===== src/rtl/rx_fcs_check.sv =====
// rx_fcs_check: receive-path FCS checker.
// Runs reflected CRC-32 over each frame (destination MAC through FCS),
// forwards the frame minus its 4 FCS bytes through a 4-byte delay line,
// then reports CRC/length status once per frame and keeps wrapping
// good/bad frame counters.
module rx_fcs_check #(
   parameter int MIN_LEN = 64,
   parameter int MAX_LEN = 1522,
   parameter int CNT_W   = 16
) (
   input  logic             rx_clk,
   input  logic             rst,
   input  logic [7:0]       in_data,
   input  logic             in_en,
   output logic [7:0]       out_data,
   output logic             out_en,
   output logic             frame_done,
   output logic             frame_good,
   output logic             crc_err,
   output logic             len_err,
   output logic [10:0]      frame_len,
   output logic [CNT_W-1:0] good_cnt,
   output logic [CNT_W-1:0] bad_cnt
);

   typedef enum logic [0:0] {
      S_IDLE  = 1'b0,
      S_FRAME = 1'b1
   } state_t;

   localparam logic [31:0] C_CRC_INIT = 32'hFFFF_FFFF;
   localparam logic [31:0] C_CRC_POLY = 32'hEDB8_8320;
   localparam logic [31:0] C_RESIDUE  = 32'hDEBB_20E3;
   localparam logic [10:0] C_LEN_SAT  = 11'd2047;
   localparam logic [10:0] C_MIN_LEN  = 11'(MIN_LEN);
   localparam logic [10:0] C_MAX_LEN  = 11'(MAX_LEN);

   // One byte of reflected CRC-32, LSB first, no final inversion.
   function automatic logic [31:0] f_crc_byte(input logic [31:0] crc, input logic [7:0] data);
      logic [31:0] c;
      c = crc ^ {24'd0, data};
      for (int i = 0; i < 8; i++) begin
         if (c[0]) begin
            c = (c >> 1) ^ C_CRC_POLY;
         end else begin
            c = c >> 1;
         end
      end
      return c;
   endfunction

   state_t           r_state;
   logic [31:0]      r_crc;
   logic [10:0]      r_len;
   logic [3:0][7:0]  r_dly;
   logic [3:0]       r_vld;

   logic             w_first;
   logic             w_end;
   logic             w_crc_err;
   logic             w_len_err;
   logic [31:0]      w_crc_seed;

   // Frame boundary detection and end-of-frame status, from current state.
   always_comb begin
      w_first    = in_en && (r_state == S_IDLE);
      w_end      = !in_en && (r_state == S_FRAME);
      w_crc_err  = (r_crc != C_RESIDUE);
      w_len_err  = (r_len < C_MIN_LEN) || (r_len > C_MAX_LEN);
      // A first byte restarts the CRC so back-to-back frames need no idle clear.
      if (w_first) begin
         w_crc_seed = C_CRC_INIT;
      end else begin
         w_crc_seed = r_crc;
      end
   end

   // Frame FSM, CRC/length accumulation, FCS-stripping delay line and status.
   always_ff @(posedge rx_clk) begin
      if (rst) begin
         r_state    <= S_IDLE;
         r_crc      <= C_CRC_INIT;
         r_len      <= 11'd0;
         r_dly      <= '0;
         r_vld      <= 4'd0;
         out_data   <= 8'd0;
         out_en     <= 1'b0;
         frame_done <= 1'b0;
         frame_good <= 1'b0;
         crc_err    <= 1'b0;
         len_err    <= 1'b0;
         frame_len  <= 11'd0;
         good_cnt   <= '0;
         bad_cnt    <= '0;
      end else begin
         frame_done <= 1'b0;
         out_en     <= 1'b0;

         case (r_state)
            S_IDLE:  if (in_en)  r_state <= S_FRAME;
            S_FRAME: if (!in_en) r_state <= S_IDLE;
            default: r_state <= S_IDLE;
         endcase

         if (in_en) begin
            r_crc <= f_crc_byte(w_crc_seed, in_data);
            if (w_first) begin
               r_len <= 11'd1;
            end else if (r_len != C_LEN_SAT) begin
               r_len <= r_len + 11'd1;
            end
            // A byte leaves stage 4 only when a newer byte pushes it out,
            // so the final 4 bytes (the FCS) never reach the output.
            r_dly    <= {r_dly[2:0], in_data};
            r_vld    <= {r_vld[2:0], 1'b1};
            out_en   <= r_vld[3];
            out_data <= r_dly[3];
         end else if (w_end) begin
            r_vld      <= 4'd0;
            frame_done <= 1'b1;
            crc_err    <= w_crc_err;
            len_err    <= w_len_err;
            frame_good <= !w_crc_err && !w_len_err;
            frame_len  <= r_len;
            if (!w_crc_err && !w_len_err) begin
               good_cnt <= good_cnt + 1'b1;
            end else begin
               bad_cnt <= bad_cnt + 1'b1;
            end
         end
      end
   end

endmodule


===== config.mk =====
export PLATFORM = sky130hd
export DESIGN_NAME = rx_fcs_check
export DESIGN_NICKNAME = d
export VERILOG_FILES = /design/src/rtl/rx_fcs_check.sv
export SDC_FILE = /design/constraint.sdc
export NUM_CORES = 1
export LEC_CHECK = 0
export CORE_UTILIZATION = 48
export CTS_CLUSTER_DIAMETER = 120
export CTS_CLUSTER_SIZE = 30
export DETAILED_ROUTE_END_ITERATION = 10
export PLACE_DENSITY = 0.7
export SETUP_SLACK_MARGIN = 0.2
export SYNTH_ARGS = -nofsm -noshare
export SYNTH_HDL_FRONTEND = slang
export SYNTH_SLANG_ARGS = --single-unit

===== constraint.sdc =====
create_clock -name rx_clk -period 2 [get_ports rx_clk]
set_clock_uncertainty 0.05 [all_clocks]
set_input_delay 0.4 -clock rx_clk [delete_from_list [all_inputs] [get_ports rx_clk]]
set_output_delay 0.4 -clock rx_clk [all_outputs]
set_load 0.02 [all_outputs]

Word-level counts from Yosys, hierarchy flattened
Index checks and enable logic that the tools add are counted.

Output and inout bits: 56. Bits of input ports: 11. Logic and storage cells: 80. Flip-flop bits (word level): 136.

Add/sub/neg operators: 3. Reductions and logical operators: 15. Mux-type cells: 29. $lt $le $gt $ge: 2. Bitwise gates (word level): 12. Equality and inequality tests: 2.

Operator list (count): 32-bit two-way mux (23); 13-bit NOT with 14-bit output (8); 16-bit by 1-bit adder with 16-bit output, second input constant (2); 32-bit inequality test, second input constant (1); 32-bit by 8-bit XOR with 32-bit output (1); 11-bit two-way mux (2); 11-bit by 1-bit adder with 11-bit output, second input constant (1); 11-bit greater-than comparator, second input constant (1); 11-bit by 7-bit < comparator with 1-bit output, second input constant (1); 11-bit inequality test, second input constant (1); 4-bit two-way mux (2); 3-bit AND reduction (2); 2-bit AND reduction (2); 2-bit nonzero test (2); 2-bit OR reduction (2); 1-bit logical AND (3); 1-bit logical NOT (3); 1-bit NOT (3); 1-bit two-way mux (2); 1-bit logical OR (1).

Depth between registers and ports, before layout
Gate-level depths: netlist of the first run.

Depth after elaboration: 34. Gate-level depth with buffers: 9. Gate-level depth less buffers: 7.

Worst setup path before layout of the first run
OpenSTA, ideal clock, no wires.

Path type: in2reg. Start: in in_en. End: reg r_crc[29]. Cell stages on the path: 9. Setup time: 0.120 ns. Slack: -0.095 ns. Arrival time: 1.925 ns. Data required time: 1.830 ns. Cells stage by stage: buf_2 and2b_4 buf_6 buf_6 nor3_2 a211oi_1 nor2_2 xnor2_1 a211o_1.

Longest elaborated chain between the ends: 27. Elaborated cells on any way between the ends: 29. Classes of those cells: mux: 23; bitwise: 5; reduce/logical: 1.

RTL lines: from (decl) (RTL line 14) `input logic in_en,`; 1-bit logical AND (RTL line 66) `w_first = in_en && (r_state == S_IDLE);`; 32-bit two-way mux (RTL line 71) `if (w_first) begin`; 32-bit by 8-bit XOR with 32-bit output (RTL line 41) `c = crc ^ {24'd0, data};`; 32-bit two-way mux or 13-bit NOT with 14-bit output (tied branches); 32-bit two-way mux (on tied branches) (RTL line 105, 43); 32-bit two-way mux (on tied branches) (RTL line 80, 105); 32-bit two-way mux (on tied branches) (RTL line 43, 80); 32-bit two-way mux (on tied branches) (RTL line 105, 43); [... 11 more ...]; 32-bit two-way mux (on tied branches) (RTL line 105, 43); 32-bit two-way mux (on tied branches) (RTL line 80, 105); 13-bit NOT with 14-bit output (no line) or 32-bit two-way mux (tied branches); 32-bit two-way mux (RTL line 43) `if (c[0]) begin`; 32-bit two-way mux (RTL line 105) `if (in_en) begin`; 32-bit two-way mux (RTL line 80) `if (rst) begin`; 13-bit NOT with 14-bit output (no line); 32-bit two-way mux (RTL line 43); to (signal assigned) (RTL line 106) `r_crc <= f_crc_byte(w_crc_seed, in_data);`; to (decl) (RTL line 53) `logic [31:0] r_crc;`.

Parallel ways exist; a longest one is shown, timed or not. The select of a mux whose other input is x is not followed. A chain may end at the register's enable or synchronous reset.

Worst setup path after layout of the first run
Start: reg r_crc[1]. End: reg r_crc[25].

Longest elaborated chain between the ends: 28.

RTL lines (RTL line): 32-bit two-way mux * (71); 32-bit by 8-bit XOR with 32-bit output * (41); 32-bit two-way mux * (43); 32-bit two-way mux * (105); 32-bit two-way mux * (80); 32-bit two-way mux * (43); 32-bit two-way mux * (105); 32-bit two-way mux * (80); [... 12 more ...]; 32-bit two-way mux * (43); 32-bit two-way mux * (105); 32-bit two-way mux * (80); 13-bit NOT with 14-bit output (no line); 32-bit two-way mux * (43); 32-bit two-way mux * (105); 32-bit two-way mux * (80); 32-bit two-way mux * (43).

Every way passes the cells marked *; elsewhere a longest branch is shown, timed or not. The select of a mux whose other input is x is not followed.

==> results of run 1 <==
-- path summary, 6_finish.rpt --
path                                                start                        end  slack (ns)  cells past startpoint
worst min register to register  frame_len[7]$_SDFFE_PP0P_  frame_len[7]$_SDFFE_PP0P_        0.40                      2
worst min-delay path                                  rst      r_crc[4]$_SDFFE_PP1P_        0.33                      2
worst max-delay path                r_crc[1]$_SDFFE_PP1P_     r_crc[25]$_SDFFE_PP1P_       -0.05                      9
worst max register to register      r_crc[1]$_SDFFE_PP1P_     r_crc[25]$_SDFFE_PP1P_       -0.05                      9
-- critical path, cell delays in order (launching register included) --
cell and delay [ns]:
dfxtp_2 0.34, buf_4 0.15, xnor2_4 0.21, nor2_4 0.08
xnor2_4 0.20, buf_6 0.13, buf_6 0.10, xor2_4 0.21
xnor2_1 0.13, a211o_1 0.32
-- flip-flops by register name (all words and copies together) (netlist names) --
signal      cells
r_state         1
r_vld           4
frame_done      1
frame_good      1
out_data        8
crc_err         1
bad_cnt        16
good_cnt       16
r_len          11
r_dly          32
out_en          1
r_crc          32
frame_len      11
len_err         1
-- Yosys cell counts (4+ instances only) --
master / instances / area [µm²]
a211o_1: 24 / 210
o21ai_0: 12 / 60.1
buf_2: 10 / 50.1
nor4_1: 7 / 43.8
nand4_1: 8 / 50.1
and4_1: 4 / 35.0
nand3_1: 17 / 85.1
clkbuf_1: 26 / 97.6
xor2_1: 26 / 228
nand2b_1: 6 / 37.5
inv_1: 7 / 26.3
mux2i_1: 40 / 400
and3_1: 8 / 50.1
xnor2_1: 69 / 604
o211ai_1: 6 / 45.0
nand2_1: 40 / 150
dfxtp_1: 136 / 2720
xnor3_1: 4 / 90.1
a21oi_1: 38 / 190
a211oi_1: 7 / 52.6
or3_1: 8 / 50.1
buf_1: 6 / 22.5
nor3_1: 25 / 125
nor2b_1: 15 / 93.8
xnor2_4: 6 / 165
nor2_2: 6 / 37.5
nor2_1: 118 / 443
-- what timing repair did --
item / in CTS / in global routing
resized for setup: 144 / 92
gates cloned: 2 / 0
hold endpoints to repair: 0 / 0
buffers inserted: 16 / 10
setup endpoints to repair: 124 / 70
pin swaps: 57 / 54
-- per-stage QoR --
stage	hold slack (ns)	power, µW	setup slack [ns]	utilization (%)	setup TNS [ns]
6_report	0.326	9130	-0.0467	75.0	-0.251
5_1_grt	0.355	9410	-0.127	75.0	-2.13
4_1_cts	0.322	8580	0.00855	70.3	0
3_5_place_dp	0.400	4990	-0.513	61.9	-11.47
3_3_place_gp	0.385	4930	-0.447	61.9	-9.85
2_1_floorplan	0.371	4430	0.0158	-	0
-- per-layer routing --
layer / share of wire, % / vias up / global-route usage (%) / wire length (µm)
li1: - / 2838 / - / -
met1: 42 / 2857 / 30.8 / 7950
met2: 51 / 163 / 43.5 / 9800
met3: 4.0 / 47 / 5.24 / 758
met4: 3.0 / 0 / 9.57 / 576
met5: 0 / - / 0 / 0
-- area by class of cell --
cell class | instances | area, µm² | share of cell area (%)
clock buffers | 22 | 474 | 4.68
repair buffers | 186 | 1690 | 16.7
flip-flops and latches | 136 | 2740 | 27.1
well taps | 176 | 220 | 2.18
clock inverters | 8 | 145 | 1.43
multi-input cells | 546 | 4820 | 47.6
inverters | 8 | 30.0 | 0.297
-- cell families after synthesis --
| group | Yosys count |
|---|---|
| AOI/OAI and AO/OA | 99 |
| xor gates and xnor gates | 109 |
| adders and majority gates | 3 |
| buffers and inverters | 56 |
| DFF | 136 |
| muxes | 40 |
| and+or+nand+nor | 294 |
-- power by group through the flow --
stage	Sequential (µW)	Clock [µW]	Combinational [µW]
3_3_place_gp	3040	0	1890
6_report	3020	3330	2780
4_1_cts	2990	3330	2250
5_1_grt	3030	3460	2920
3_5_place_dp	3040	0	1950
2_1_floorplan	3020	0	1400
==> reports/qor.csv, run 1 <==
stage,metric,value,unit
timing,setup_ws,-0.0467,ns
timing,slew_violations,0,
timing,max_freq,489,MHz
worst_setup_path,cp-start-kind,flop,
detailed_routing,drc,0,
global_routing,grt_usage,25.2,%
worst_setup_path,required,2.26,ns
cts,cts_hold_buf,0,
worst_setup_path,critical_path_arrival,2.30,ns
yosys,synth_ff_type,dfxtp_1,
yosys,post_synth.cell_area_avg,9.16,µm²
detailed_routing,finalWirelength,19100,µm
placed_design,dp_cells,1024,
cts,htree_levels,4,
global_routing,grt-ovfl-total,0,
final_layout,finalNetCount,909,
placed_design,gp_congestion,0.866,
timing,fin_crit_sh,102,%
power,p_sw,2630,µW
yosys,synth_seq_area_share,40.3,%
yosys,synth.area.mux_share,5.93,%
cts,cts_tree,yes,
final_layout,drive_above_1_share,33.9,%
timing,min_period,2.05,ns
placed_design,numPortBuffers,66,
final_layout,layout_commonest_cell,dfxtp_1,
yosys,synth_seq_cells,136,
global_routing,grt_max_degree,51,
final_layout,antenna-diode-count,0,
global_routing,grt_pass1_wl,28400,µm
power,pwr-share-clk,36.4,%
final_layout,fin_cells,1082,
power,vdd_drop_max,563,µV
floorplanning,die_w,121,µm
yosys,async_flop_share,0,%
yosys,synth-adder-area-share,0.556,%
detailed_routing,num_vias,5905,
final_layout,num-fill-cells,896,
power,combPwrFrac,30.5,%
timing,worst_pin_slew,0.776,ns
job,drv_cap,0,
global_routing,antenna_found_initial,0,
floorplanning,fp.coreArea,13500,µm²
yosys,ys_warn_count,0,
yosys,synth_top_family_by_area,simple AND/OR/NAND/NOR gates,
worst_setup_path,cp-end-kind,flop,
power,intPower,6490,µW
yosys,synthSimpleGateAreaFrac,22.4,%
cts,clock_latency,0.43,ns
cts,cts_root_buf,clkbuf_16,
worst_setup_path,crit_fanout,3,
floorplanning,num_io_pins,67,
yosys,synth_edf_count,0,
status,violations,setup timing,
final_layout,final_cell_mix,"122 x dfxtp_1, 109 x nor2_1, 81 x buf_4",
cts,clock_sinks,136,
detailed_routing,drt-initial-drc-count,421,
floorplanning,initial_utilization,50.0,%
yosys,synth_compound_area_share,9.95,%
final_layout,design_area,10100,µm²
detailed_routing,viasPerCell,5.46,
yosys,syn_area,6750,µm²
yosys,synth_nets,751,
power,p_leak,0.00430,µW
power,pwr-share-seq,33.1,%
global_routing,grt_pass1_vias,5721,
detailed_routing,firstDrtPassIters,5,
power,swShare,28.8,%
floorplanning,die-area,14500,µm²
worst_setup_path,path_class,reg -> reg,
yosys,syn_inst,737,
timing,grt_setup_unrepaired,true,
timing,hold_viol_final,0,
power,powerDensity,902,nW/µm²
detailed_routing,wl_per_cell,17.6,µm
cts,clk_path_buf_depth,2,
cts,numCtsBuffers,17,
final_layout,area_growth,49.9,%
detailed_routing,ant_nets,0,
floorplanning,fp.dieH,121,µm
worst_hold_path,holdCritPathClass,in -> reg,
yosys,synth_xor_area_share,17.2,%
status,status,"finished, violations left",
floorplanning,num_rows,42,
timing,relSlewSlack,48.3,%
placed_design,dpl.hpwl,11600,µm
cts,path_clk_slew,0.06,ns
timing,setup_viol,12,
placed_design,place_area,8370,µm²
yosys,ys_types,62,
(Power assumes the default switching activity.)
==> run 2, diff against run 1 <==
--- a/config.mk
+++ b/config.mk
@@ -9,7 +9,7 @@
 export CTS_CLUSTER_DIAMETER = 120
 export CTS_CLUSTER_SIZE = 30
 export DETAILED_ROUTE_END_ITERATION = 10
-export PLACE_DENSITY = 0.7
+export PLACE_DENSITY = 0.69
 export SETUP_SLACK_MARGIN = 0.2
 export SYNTH_ARGS = -nofsm -noshare
 export SYNTH_HDL_FRONTEND = slang
==> constraint.sdc (replaced) <==
create_clock -name rx_clk -period 2.1 [get_ports rx_clk]
set_clock_uncertainty 0.05 [all_clocks]
set_input_delay 0.42 -clock rx_clk [delete_from_list [all_inputs] [get_ports rx_clk]]
set_output_delay 0.42 -clock rx_clk [all_outputs]
set_load 0.02 [all_outputs]
==> run 2 against run 1 <==
The run still ends with setup timing left. Global-route usage increased by 0.48 points. Hold slack better by 0.015 ns. Sequential share of layout area shrank 0.20 points. Utilization up 0.57 points. Sequential power is 5% lower. Die area unchanged. Critical path depth shrank 1. Via count increased by 0.85%. Register-to-register slack improved by 0.02 ns. Non-clock buffer count down 4. Largest cell class unchanged. Largest power group unchanged.
==> reports/qor.csv, run 2 (synthesis results as in run 1) <==
stage,metric,value,unit
status,status,"finished, violations left",
status,violations,setup timing,
final_layout,drive_above_1_share,33.1,%
placed_design,gp_congestion,0.905,
power,swShare,29.2,%
power,p_sw,2620,µW
placed_design,numPortBuffers,66,
cts,htree_levels,4,
floorplanning,num_rows,42,
worst_setup_path,required,2.34,ns
timing,hold_viol_final,0,
power,intPower,6330,µW
final_layout,fin_cells,1080,
detailed_routing,ant_nets,0,
power,pwr-share-seq,32.0,%
final_layout,area_growth,51.0,%
detailed_routing,finalWirelength,19500,µm
cts,cts_tree,yes,
cts,numCtsBuffers,17,
floorplanning,fp.coreArea,13500,µm²
cts,path_clk_slew,0.06,ns
final_layout,layout_commonest_cell,dfxtp_1,
final_layout,seqCellArea,2740,µm²
cts,cts_hold_buf,0,
cts,cts_root_buf,clkbuf_16,
floorplanning,fp.dieH,121,µm
global_routing,antenna_found_initial,0,
detailed_routing,firstDrtPassIters,4,
placed_design,place_area,8230,µm²
worst_hold_path,holdCritPathClass,in -> reg,
floorplanning,initial_utilization,50.0,%
power,p_leak,0.00433,µW
final_layout,final_core_utilization,75.5,%
placed_design,place_ws,-0.448,ns
timing,setup_ws,-0.0290,ns
worst_setup_path,worstRegToRegCells,8,
timing,setup_viol,11,
worst_hold_path,holdPathStages,2,
timing,max_freq,470,MHz
worst_setup_path,crit_fanout,8,
worst_setup_path,path_class,reg -> reg,
final_layout,finalNetCount,905,
detailed_routing,wl_per_cell,18.1,µm
power,powerDensity,877,nW/µm²
global_routing,grt_usage,25.7,%
final_layout,design_area,10200,µm²
timing,worst_pin_slew,1.08,ns
placed_design,dp_cells,1013,
worst_setup_path,rrSetupSlack,-0.03,ns
timing,slew_violations,0,
floorplanning,die_w,121,µm
worst_setup_path,cp-end-kind,flop,
floorplanning,num_io_pins,67,
worst_setup_path,critical_path_arrival,2.37,ns
final_layout,num-fill-cells,893,
cts,clk_path_buf_depth,2,
detailed_routing,num_vias,5955,
power,vdd_drop_max,728,µV
global_routing,grt-ovfl-total,0,
cts,clock_sinks,136,
final_layout,largestRegisters,"r_crc (32), r_dly (32)",
timing,fin_crit_sh,101,%
job,drv_cap,0,
detailed_routing,drc,0,
timing,min_period,2.13,ns
timing,grt_setup_unrepaired,true,
power,pwr-share-clk,37.4,%
global_routing,grt_max_degree,80,
cts,clock_latency,0.42,ns
placed_design,dpl.hpwl,11600,µm
floorplanning,die-area,14500,µm²
power,combPwrFrac,30.6,%
detailed_routing,viasPerCell,5.51,
worst_setup_path,cp-start-kind,flop,
global_routing,grt_pass1_vias,5835,
final_layout,final_cell_mix,"126 x dfxtp_1, 104 x nor2_1, 74 x buf_4",
global_routing,grt_pass1_wl,29100,µm
detailed_routing,drt-initial-drc-count,359,
final_layout,antenna-diode-count,0,
final_layout,multi_input_area,4740,µm²
timing,relSlewSlack,28.1,%
==> run 2: cell count changes in the layout (fill, tap and decap cells not counted), moves of 4 or more <==
cell	change
buf_12	+6
buf_4	-7
buf_6	-6
clkdlybuf4s50_1	+24
dfxtp_1	+4
dfxtp_2	-6
dlygate4sd2_1	-33
dlymetal6s2s_1	+9
nor2_1	-5
nor2_2	+4
==> run 2: metrics by stage <==
step           hold slack, ns  TNS (ns)  power [µW]
3_3_place_gp            0.395     -9.32        4750
5_1_grt                 0.346     -1.78        9230
6_report                0.341    -0.152        8940
2_1_floorplan           0.371         0        4210
3_5_place_dp            0.396     -9.84        4780
4_1_cts                 0.327         0        8490
==> run 2: power groups by stage <==
| stage | logic [µW] | registers (µW) | clock network, µW |
|---|---|---|---|
| after CTS | 2280 | 2840 | 3370 |
| after floorplan | 1330 | 2880 | 0 |
| after global routing | 2870 | 2870 | 3500 |
| final | 2730 | 2860 | 3350 |
| after global placement | 1860 | 2890 | 0 |
| after detailed placement | 1890 | 2890 | 0 |
==> run 2: path summary, 6_finish.rpt <==
check                       startpoint                   endpoint
max                 r_state$_SDFF_PP0_     r_crc[19]$_SDFFE_PP1P_
min                                rst     r_dly[21]$_SDFFE_PP0P_
min reg2reg  frame_len[8]$_SDFFE_PP0P_  frame_len[8]$_SDFFE_PP0P_
max reg2reg         r_state$_SDFF_PP0_     r_crc[19]$_SDFFE_PP1P_
==> run 2: cell type report <==
class	instances	share of cell area (%)
Multi-Input combinational cell	546	46.5
Inverter	8	0.319
Timing Repair Buffer	182	17.7
Clock buffer	19	4.34
Clock inverter	13	2.13
Sequential cell	136	26.9
Tap cell	176	2.16
==> run 2: per-layer routing <==
metal / up-vias / wire length, µm / global-route usage [%]
li1: 2824 / - / -
met1: 2911 / 7900 / 30.5
met2: 182 / 10200 / 45.4
met3: 38 / 887 / 5.33
met4: 0 / 525 / 9.49
met5: - / 0 / 0
==> run 2: repair_timing <==
action | in CTS | in global routing
endpoints found under the hold margin | 0 | 0
pin swaps | 56 | 46
setup endpoints to repair | 87 | 78
cloned | 2 | 0
resized for setup | 118 | 106
setup buffers | 21 | 12
==> run 2: worst max-delay path, cell delays in order, from the launching register on <==
cell     delay [ns]
dfxtp_2        0.36
and2b_4        0.26
buf_6          0.14
buf_12         0.14
o21ai_4        0.21
nand2_4        0.13
xor3_1         0.41
nor4_2         0.23
nor3_1         0.08
